--- src/rtl/screen_scanner_pkg.sv ---
// screen_scanner shared definitions
// screen geometry, raster defaults, counter types
package screen_pkg;

  localparam int SCREEN_W      = 512;
  localparam int SCREEN_H      = 256;
  localparam int WORDS_PER_ROW = 32;
  localparam int SCREEN_WORDS  = 8192;
  localparam int SCREEN_BASE   = 16384;

  localparam int DEF_H_FP   = 16;
  localparam int DEF_H_SYNC = 64;
  localparam int DEF_H_BP   = 48;
  localparam int DEF_V_FP   = 10;
  localparam int DEF_V_SYNC = 2;
  localparam int DEF_V_BP   = 32;

  localparam int HW = 10;
  localparam int VW = 9;
  localparam int AW = 13;

  typedef logic [HW-1:0] hcnt_t;
  typedef logic [VW-1:0] vcnt_t;
  typedef logic [AW-1:0] sadr_t;

  typedef struct packed {
    hcnt_t h;
    vcnt_t v;
    hcnt_t hn;
    vcnt_t vn;
    logic  act;
    logic  hs;
    logic  vs;
  } tm_t;

  function automatic sadr_t word_adr(
    input vcnt_t      row,
    input logic [4:0] col
  );
    return AW'({row, col});
  endfunction

endpackage

--- src/rtl/screen_scanner_if.sv ---
// screen_scanner memory read port and video outputs
// master = scanner, slave = memory/display side
interface screen_scanner_if;
  import screen_pkg::*;

  logic        scr_rd;
  sadr_t       scr_adr;
  logic [15:0] scr_data;
  logic        pixel;
  logic        de;
  logic        hsync;
  logic        vsync;
  logic        frame_start;

  modport master (
    output scr_rd, scr_adr,
    output pixel, de, hsync, vsync, frame_start,
    input  scr_data
  );

  modport slave (
    input  scr_rd, scr_adr,
    input  pixel, de, hsync, vsync, frame_start,
    output scr_data
  );

endinterface

--- src/rtl/screen_scanner_video_timing.sv ---
// raster counters with sync and active decode
// also exposes next position so fetches can be registered
module video_timing
  import screen_pkg::*;
#(
  parameter int H_FP   = DEF_H_FP,
  parameter int H_SYNC = DEF_H_SYNC,
  parameter int H_BP   = DEF_H_BP,
  parameter int V_FP   = DEF_V_FP,
  parameter int V_SYNC = DEF_V_SYNC,
  parameter int V_BP   = DEF_V_BP,
  parameter int V_ACT  = SCREEN_H
) (
  input  logic clk_i,
  input  logic rst_ni,
  output tm_t  tm_o
);

  localparam int H_TOTAL = SCREEN_W + H_FP + H_SYNC + H_BP;
  localparam int V_TOTAL = V_ACT + V_FP + V_SYNC + V_BP;

  localparam hcnt_t H_LAST = hcnt_t'(H_TOTAL - 1);
  localparam vcnt_t V_LAST = vcnt_t'(V_TOTAL - 1);
  localparam hcnt_t H_ACT  = hcnt_t'(SCREEN_W);
  localparam vcnt_t V_ACTV = vcnt_t'(V_ACT);
  localparam hcnt_t HS_BEG = hcnt_t'(SCREEN_W + H_FP);
  localparam hcnt_t HS_END = hcnt_t'(SCREEN_W + H_FP + H_SYNC);
  localparam vcnt_t VS_BEG = vcnt_t'(V_ACT + V_FP);
  localparam vcnt_t VS_END = vcnt_t'(V_ACT + V_FP + V_SYNC);

  hcnt_t h_q, h_d;
  vcnt_t v_q, v_d;

  // advance h, wrap into v at line end
  always_comb begin
    h_d = h_q + hcnt_t'(1);
    v_d = v_q;
    if (h_q == H_LAST) begin
      h_d = '0;
      v_d = (v_q == V_LAST) ? '0 : v_q + vcnt_t'(1);
    end
  end

  // raster position registers
  always_ff @(posedge clk_i or negedge rst_ni) begin
    if (!rst_ni) begin
      h_q <= '0;
      v_q <= '0;
    end else begin
      h_q <= h_d;
      v_q <= v_d;
    end
  end

  assign tm_o.h   = h_q;
  assign tm_o.v   = v_q;
  assign tm_o.hn  = h_d;
  assign tm_o.vn  = v_d;
  assign tm_o.act = (h_q < H_ACT) && (v_q < V_ACTV);
  assign tm_o.hs  = (h_q >= HS_BEG) && (h_q < HS_END);
  assign tm_o.vs  = (v_q >= VS_BEG) && (v_q < VS_END);

endmodule

--- src/rtl/screen_scanner.sv ---
// raster read-out of the screen map
// word fetch, hold, LSB-first serializer, registered video
module screen_scanner
  import screen_pkg::*;
#(
  parameter int   H_FP     = DEF_H_FP,
  parameter int   H_SYNC   = DEF_H_SYNC,
  parameter int   H_BP     = DEF_H_BP,
  parameter int   V_FP     = DEF_V_FP,
  parameter int   V_SYNC   = DEF_V_SYNC,
  parameter int   V_BP     = DEF_V_BP,
  parameter logic SYNC_ACT = 1'b1,
  parameter int   V_ACT    = SCREEN_H
) (
  input logic              clk,
  input logic              reset,
  screen_scanner_if.master bus
);

  localparam int H_TOTAL = SCREEN_W + H_FP + H_SYNC + H_BP;
  localparam int V_TOTAL = V_ACT + V_FP + V_SYNC + V_BP;

  localparam hcnt_t H_PRE   = hcnt_t'(H_TOTAL - 2);
  localparam hcnt_t H_FLAST = hcnt_t'(SCREEN_W - 2);
  localparam vcnt_t V_LAST  = vcnt_t'(V_TOTAL - 1);
  localparam vcnt_t V_ACTV  = vcnt_t'(V_ACT);

  tm_t tm;

  video_timing #(
    .H_FP   (H_FP),
    .H_SYNC (H_SYNC),
    .H_BP   (H_BP),
    .V_FP   (V_FP),
    .V_SYNC (V_SYNC),
    .V_BP   (V_BP),
    .V_ACT  (V_ACT)
  ) u_timing (
    .clk_i  (clk),
    .rst_ni (reset),
    .tm_o   (tm)
  );

  hcnt_t       hn2;
  logic [4:0]  col;
  vcnt_t       nrow;
  logic        rd_d, rd_q;
  sadr_t       adr_d, adr_q;
  logic        pend_q;
  logic [15:0] hold_q;
  logic [15:0] src, shift_d, shift_q;
  logic        pix_d, pix_q;
  logic        de_q, hs_q, vs_q, fs_q;

  // request word col k two clocks ahead of pixel 16k
  always_comb begin
    hn2   = tm.hn + hcnt_t'(2);
    col   = 5'(hn2 >> 4);
    nrow  = (tm.vn == V_LAST) ? '0 : tm.vn + vcnt_t'(1);
    rd_d  = 1'b0;
    adr_d = adr_q;
    if (tm.hn < H_FLAST && tm.hn[3:0] == 4'he &&
        tm.vn < V_ACTV) begin
      rd_d  = 1'b1;
      adr_d = word_adr(tm.vn, col);
    end else if (tm.hn == H_PRE && nrow < V_ACTV) begin
      rd_d  = 1'b1;
      adr_d = word_adr(nrow, 5'd0);
    end
  end

  // fresh word enters at each 16-pixel boundary
  always_comb begin
    src     = (tm.h[3:0] == 4'h0) ? hold_q : shift_q;
    shift_d = {1'b0, src[15:1]};
    pix_d   = tm.act & src[0];
  end

  // fetch strobe, read capture and serializer
  always_ff @(posedge clk or negedge reset) begin
    if (!reset) begin
      rd_q    <= 1'b0;
      adr_q   <= '0;
      pend_q  <= 1'b0;
      hold_q  <= '0;
      shift_q <= '0;
    end else begin
      rd_q    <= rd_d;
      adr_q   <= adr_d;
      pend_q  <= rd_q;
      shift_q <= shift_d;
      if (pend_q) hold_q <= bus.scr_data;
    end
  end

  // video outputs lag the counters by one clock
  always_ff @(posedge clk or negedge reset) begin
    if (!reset) begin
      pix_q <= 1'b0;
      de_q  <= 1'b0;
      hs_q  <= ~SYNC_ACT;
      vs_q  <= ~SYNC_ACT;
      fs_q  <= 1'b0;
    end else begin
      pix_q <= pix_d;
      de_q  <= tm.act;
      hs_q  <= tm.hs ? SYNC_ACT : ~SYNC_ACT;
      vs_q  <= tm.vs ? SYNC_ACT : ~SYNC_ACT;
      fs_q  <= tm.act && tm.h == '0 && tm.v == '0;
    end
  end

  assign bus.scr_rd      = rd_q;
  assign bus.scr_adr     = adr_q;
  assign bus.pixel       = pix_q;
  assign bus.de          = de_q;
  assign bus.hsync       = hs_q;
  assign bus.vsync       = vs_q;
  assign bus.frame_start = fs_q;

endmodule
--- src/flat_wrapper.sv ---
// flat-port wrapper written by rule: the top's interface ports become plain ports
module screen_scanner_flat import screen_pkg::*;
#(
  parameter int   H_FP     = DEF_H_FP,
  parameter int   H_SYNC   = DEF_H_SYNC,
  parameter int   H_BP     = DEF_H_BP,
  parameter int   V_FP     = DEF_V_FP,
  parameter int   V_SYNC   = DEF_V_SYNC,
  parameter int   V_BP     = DEF_V_BP,
  parameter logic SYNC_ACT = 1'b1,
  parameter int   V_ACT    = SCREEN_H
)
  (clk, reset, bus_scr_rd, bus_scr_adr, bus_pixel, bus_de, bus_hsync, bus_vsync, bus_frame_start, bus_scr_data);
  screen_scanner_if bus_i ();
  input logic clk;
  input logic reset;
  output wire logic [$bits(bus_i.scr_rd)-1:0] bus_scr_rd;
  output wire logic [$bits(bus_i.scr_adr)-1:0] bus_scr_adr;
  output wire logic [$bits(bus_i.pixel)-1:0] bus_pixel;
  output wire logic [$bits(bus_i.de)-1:0] bus_de;
  output wire logic [$bits(bus_i.hsync)-1:0] bus_hsync;
  output wire logic [$bits(bus_i.vsync)-1:0] bus_vsync;
  output wire logic [$bits(bus_i.frame_start)-1:0] bus_frame_start;
  input wire logic [$bits(bus_i.scr_data)-1:0] bus_scr_data;
  assign bus_scr_rd = bus_i.scr_rd;
  assign bus_scr_adr = bus_i.scr_adr;
  assign bus_pixel = bus_i.pixel;
  assign bus_de = bus_i.de;
  assign bus_hsync = bus_i.hsync;
  assign bus_vsync = bus_i.vsync;
  assign bus_frame_start = bus_i.frame_start;
  assign bus_i.scr_data = bus_scr_data;
  screen_scanner #(.H_FP(H_FP), .H_SYNC(H_SYNC), .H_BP(H_BP), .V_FP(V_FP), .V_SYNC(V_SYNC), .V_BP(V_BP), .SYNC_ACT(SYNC_ACT), .V_ACT(V_ACT)) u_core (.clk(clk), .reset(reset), .bus(bus_i));
endmodule
--- config.mk ---
export PLATFORM = sky130hd
export DESIGN_NAME = screen_scanner_flat
export DESIGN_NICKNAME = d
export VERILOG_FILES = /design/src/rtl/screen_scanner_pkg.sv /design/src/rtl/screen_scanner_if.sv /design/src/rtl/screen_scanner_video_timing.sv /design/src/rtl/screen_scanner.sv /design/src/flat_wrapper.sv
export SDC_FILE = /design/constraint.sdc
export NUM_CORES = 1
export LEC_CHECK = 0
export ABC_AREA = 1
export CAP_MARGIN = 40
export CELL_PAD_IN_SITES_DETAIL_PLACEMENT = 0
export CELL_PAD_IN_SITES_GLOBAL_PLACEMENT = 1
export CORE_UTILIZATION = 42
export CTS_CLUSTER_SIZE = 8
export DETAILED_ROUTE_END_ITERATION = 6
export GPL_ROUTABILITY_DRIVEN = 0
export PLACE_DENSITY_LB_ADDON = 0.1
export SLEW_MARGIN = 10
export SYNTH_ARGS = -nofsm -noshare
export SYNTH_HDL_FRONTEND = slang
export SYNTH_SLANG_ARGS = --single-unit
--- constraint.sdc ---
create_clock -name clk -period 3.7 [get_ports clk]
set_input_delay 0.925 -clock clk [delete_from_list [all_inputs] [get_ports clk]]
set_output_delay 0.925 -clock clk [all_outputs]
set_load 0.05 [all_outputs]
==> results.toml, run 1 <==
[outcome]
status = "complete, no violations"

[timing]
fin_skew_ns = 0.00925
finalHoldViolCount = 0
tightest_slew_ns = 0.815
fmax_mhz = 321
period_needed_ns = 3.12
setup_violations = 0
rsz0062_at_grt = "false"
slew_viol_final = 0
relSlewSlack_pct = 45.7
fin_setup_tns_ns = 0
fin_crit_sh_pct = 84.3

[clocking]
post_cts_resized = 0
cts_made_buffers = 9
cts_tree = "built"
cts_num_sinks = 70
postCtsSetupRepairBufs = 0
h-tree-depth = 3
clockBufferDepth = 2
clock_latency_ns = 0.34
hold_buffers = 0
root_buffer = "clkbuf_8"
clk_pin_slew_worst_paths_ns = 0.07

[layout]
diodes = 0
layout-drive-gt1-share_pct = 8.25
finalNonFillerCells = 602
postLayoutCellArea_mm2 = 0.00419
final_core_util_pct = 51.0
synthToLayoutAreaGrowth_pct = 17.9
fin_nets = 517

[floorplanning]
start_util_pct = 43.2
die_height_um = 93.9
fp-row-count = 33
ioPinCount = 37
chipWidth_um = 93.9
dieArea_mm2 = 0.00882
core_area_mm2 = 0.00822

[yosys]
netlist_area_mm2 = 0.00355
ys_seq_elements = 70
avgSynthCellArea_um2 = 7.82
synth_area_leaders = "dfrtp_1 (49%), nand2_1 (15%), inv_1 (6.0%)"
synthArstFlopShare_pct = 100
synth_cell_types = 32
postSynthCellCount = 454
yosysTopAreaCell = "dfrtp_1"
yosysMostFrequentCell = "nand2_1"
synth_ff_type = "dfrtp_1"
seq_area_frac_synth_pct = 49.3
synthTopCellsByCount = "nand2_1 (143), dfrtp_1 (70), inv_1 (57)"
synth_edf_count = 0
yosysTopAreaCellShare_pct = 49.3
ys_warn_count = 0
syn-num-nets = 478

[placement]
dp_cells = 587
place.port_buffers = 36
dpl_cell_area_mm2 = 0.00402
dp.final_hpwl_um = 5630

[worst_setup_path]
worstPathArrival_ns = 3.34
worst_ep_required_time_ns = 3.93
startpoint_type = "flop"
end_kind = "flop"
crit_path_max_fanout = 13
criticalPathCategory = "flop to flop"

[routing]
via_per_inst = 4.91
wl_met2_um = 3440
first_iter_violations = 93
vias = 2956
firstDrtPassIters = 4
ant_nets = 0
routedWlPerCell_um = 12.7
wl_met3_um = 262
wl_um = 7670
maxUsedRoutingLayer = "met4"
drc = 0
wl_met1_um = 3870

[global_routing]
antenna_found_initial = 0
first_global_vias = 2855
grt_usage_pct = 19.7
grt_pass1_wl_um = 13400
grt_start_max_net_pins = 36
grt_overflow = 0

[power]
power_density_mw_per_mm2 = 325
ir_drop_mv = 0.127
p_leak_uw = 0.00202

[hold_path]
min_path_type = "flop to flop"

[job]
max_cap_violations = 0
-- metal layers --
layer / up-vias / track usage [%]
met3: 9 / 3.48
met5: - / 0
met2: 54 / 29.7
met1: 1388 / 27.7
li1: 1505 / -
met4: 0 / 7.95
-- final timing paths --
kind / from / end / slack (ns) / depth (start not counted)
setup / recovery: u_core.u_timing.h_q[0]$_DFF_PN0_ / u_core.bus.scr_adr[6]$_DFFE_PN0P_ / 0.58 / 16
hold / removal: u_core.bus.scr_rd$_DFF_PN0_ / u_core.pend_q$_DFF_PN0_ / 0.39 / 0
setup reg to reg: u_core.u_timing.h_q[0]$_DFF_PN0_ / u_core.bus.scr_adr[6]$_DFFE_PN0P_ / 0.58 / 16
hold reg to reg: u_core.bus.scr_rd$_DFF_PN0_ / u_core.pend_q$_DFF_PN0_ / 0.39 / 0
max in group asynchronous: reset / u_core.bus.scr_adr[3]$_DFFE_PN0P_ / 2.24 / 2
min in group asynchronous: reset / u_core.u_timing.h_q[2]$_DFF_PN0_ / 0.67 / 1
-- where the power goes --
| group | switching (µW) | internal, µW | leakage, µW |
|---|---|---|---|
| Sequential | 4.29 | 782 | 0.000874 |
| Combinational | 28.9 | 23.5 | 0.00106 |
| Clock | 286 | 238 | 0.0000848 |
| Total | 319 | 1040 | 0.00202 |
-- flip-flops by register name (all words and copies together) (netlist names) --
name	count
u_core.hold_q	16
u_core.shift_q	15
u_core.bus.scr_adr	13
u_core.u_timing.h_q	10
u_core.u_timing.v_q	9
u_core.bus.de	1
u_core.bus.frame_start	1
u_core.bus.hsync	1
u_core.bus.pixel	1
u_core.bus.scr_rd	1
u_core.bus.vsync	1
u_core.pend_q	1
-- critical path, cell delays in order (launching register included) --
cell	delay (ns)
dfrtp_1	0.50
ha_1	0.30
nand2_1	0.08
nor2_1	0.22
nand2_1	0.13
nor2_4	0.19
nand3_1	0.12
nand2_1	0.14
ha_1	0.25
a21boi_1	0.21
nand3_1	0.13
nor2_1	0.19
nor2_4	0.09
nand2_2	0.09
nand2_2	0.17
nand2_1	0.12
nand2_1	0.07
-- cell type report --
class | instances | area [µm²]
fillers | 809 | 4030
flip-flops and latches | 70 | 1750
multi-input cells | 314 | 1520
repair buffers | 39 | 398
inverters | 59 | 221
well taps | 105 | 131
clock buffers | 9 | 124
clock inverters | 6 | 40.0
-- cell families (layout without fill, tap and decap cells) --
group / after synthesis / in the layout / synth area share, %
xor gates and xnor gates: 5 / 5 / 1.45
and+or+nand+nor: 251 / 251 / 30.7
buffers and inverters: 70 / 113 / 7.83
adders and majority gates: 6 / 6 / 2.11
DFF: 70 / 70 / 49.3
AOI/OAI and AO/OA: 52 / 52 / 8.53
-- through the flow --
stage / hold WS (ns) / worst slack, ns / total power (µW)
detailed placement: 0.383 / 0.615 / 856
floorplan: 0.430 / 1.07 / 815
CTS: 0.404 / 0.595 / 1380
global placement: 0.371 / 0.818 / 854
finish: 0.393 / 0.581 / 1360
global route: 0.416 / 0.279 / 1430
-- cell usage in the layout (no fill, tap or decap), types with 8 or more instances in the layout --
master           count
o21ai_0             38
clkdlybuf4s50_1     35
nand2_2              8
nand3_1             37
nand2_1            143
inv_1               57
nor2_1              42
dfrtp_1             70
nand4_1              8
clkbuf_8             9
(Power assumes the default switching activity.)
==> inputs of run 2 (changes only) <==
clock period = 3.1 ns   (was 3.7 ns; I/O delays follow)
==> results.toml, run 2 (same netlist as run 1, synthesis figures left out) <==
[outcome]
status = "complete, no violations"

[worst_setup_path]
crit_path_max_fanout = 13
worstPathArrival_ns = 2.99
worst_ep_required_time_ns = 3.34
criticalPathCategory = "flop to flop"
startpoint_type = "flop"
end_kind = "flop"

[timing]
relSlewSlack_pct = 51.7
period_needed_ns = 2.75
fmax_mhz = 364
tightest_slew_ns = 0.724
holdWs_ns = 0.394
finalHoldViolCount = 0
setup_violations = 0
fin_setup_tns_ns = 0
rsz0062_at_grt = "false"
fin_skew_ns = 0.0115
slew_viol_final = 0
fin_crit_sh_pct = 88.6

[routing]
ant_nets = 0
routedWlPerCell_um = 13.1
firstDrtPassIters = 4
wl_um = 7930
via_per_inst = 4.84
vias = 2935
first_iter_violations = 166
drc = 0

[layout]
largest_reg_flops = 16
layout_common_cells = "nand2_1 (143), dfrtp_1 (69), inv_1 (57)"
fin_nets = 520
multiInputGateArea_mm2 = 0.00153
synthToLayoutAreaGrowth_pct = 20.0
diodes = 0
n_fill_cell = 800
seqCellArea_mm2 = 0.00175
final_common_cell = "nand2_1"
layout-drive-gt1-share_pct = 9.78
largest-register = "u_core.hold_q"

[job]
max_cap_violations = 0

[global_routing]
grt_usage_pct = 20.1
grt_pass1_wl_um = 13400
grt_start_max_net_pins = 31
grt_overflow = 0
first_global_vias = 2742
antenna_found_initial = 0

[power]
seq_power_share_pct = 53.0
p_int_uw = 1360
p_leak_uw = 0.00205
power_density_mw_per_mm2 = 416
switching_share_pct = 23.3
pwr-share-comb_pct = 3.6
switchingPower_uw = 412
ir_drop_mv = 0.225
pwr-share-clk_pct = 43.4

[clocking]
h-tree-depth = 3
cts_made_buffers = 9
root_buffer = "clkbuf_8"
clock_latency_ns = 0.35
cts_num_sinks = 70
cts_tree = "built"
clk_pin_slew_worst_paths_ns = 0.09
clockBufferDepth = 2

[placement]
place.port_buffers = 36
dp.final_hpwl_um = 5870

[floorplanning]
start_util_pct = 43.2
die_height_um = 93.9
dieArea_mm2 = 0.00882
chipWidth_um = 93.9
fp-row-count = 33
core_area_mm2 = 0.00822
ioPinCount = 37

[hold_path]
min_path_type = "flop to flop"
==> run 2: worst paths after layout <==
path	start	endpoint	slack, ns	cells after the start
worst max-delay path	u_core.u_timing.h_q[0]$_DFF_PN0_	u_core.bus.scr_adr[1]$_DFFE_PN0P_	0.35	16
worst min-delay path	u_core.bus.scr_rd$_DFF_PN0_	u_core.pend_q$_DFF_PN0_	0.39	0
worst max register to register	u_core.u_timing.h_q[0]$_DFF_PN0_	u_core.bus.scr_adr[1]$_DFFE_PN0P_	0.35	16
worst min register to register	u_core.bus.scr_rd$_DFF_PN0_	u_core.pend_q$_DFF_PN0_	0.39	0
max in group asynchronous	reset	u_core.bus.scr_adr[0]$_DFFE_PN0P_	1.90	2
min in group asynchronous	reset	u_core.u_timing.h_q[2]$_DFF_PN0_	0.46	1
==> run 2: critical path: stages (launching register included) <==
cell and delay, ns:
dfrtp_2 0.45, ha_2 0.25, nand2_1 0.07, nor2_2 0.16, nand2_1 0.11, nor2_4 0.12, nand3_1 0.10, nand2_1 0.15
ha_2 0.23, a21boi_1 0.16, nand3_1 0.12, nor2_1 0.20, nor2_4 0.09, nand2_2 0.09, nand2_2 0.16, nand2_1 0.12
nand2_1 0.05
==> run 2: final cells by class <==
cell class	instances	share of cell area [%]
well taps	105	3.08
repair buffers	42	9.87
clock inverters	6	1.62
inverters	59	5.20
clock buffers	10	3.23
multi-input cells	314	35.9
flip-flops and latches	70	41.1
==> run 2: timing repair <==
action / CTS / global route
endpoints found under the setup margin: 0 / 13
setup buffers: 0 / 0
hold buffers: 0 / 0
gates resized for setup: 0 / 4
==> run 2: per-layer routing <==
metal | track usage (%) | vias to the layer above | wire length (µm)
li1 | - | 1506 | -
met1 | 27.8 | 1373 | 4020
met2 | 31.0 | 49 | 3550
met3 | 4.21 | 7 | 276
met4 | 7.56 | 0 | 87
met5 | 0 | - | 0
==> run 2: stage by stage <==
stage / setup WS [ns] / instance area, µm² / utilization, % / total power [µW] / cells
6_report: 0.353 / 4260 / 51.9 / 1770 / 606
5_1_grt: 0.0365 / 4260 / 51.9 / 1850 / 606
3_5_place_dp: 0.142 / 4050 / 49.2 / 1020 / 590
3_3_place_gp: 0.282 / 4020 / 48.9 / 1020 / 589
4_1_cts: 0.131 / 4250 / 51.7 / 1800 / 606
2_1_floorplan: 0.469 / 3550 / - / 973 / 454
==> run 2: power groups by stage <==
stage,clock network (µW),logic (µW),registers (µW)
finish,770,63.6,939
global route,833,74.2,941
detailed placement,0,66.2,957
global placement,0,64.7,956
CTS,795,66.4,939
floorplan,0,15.3,958
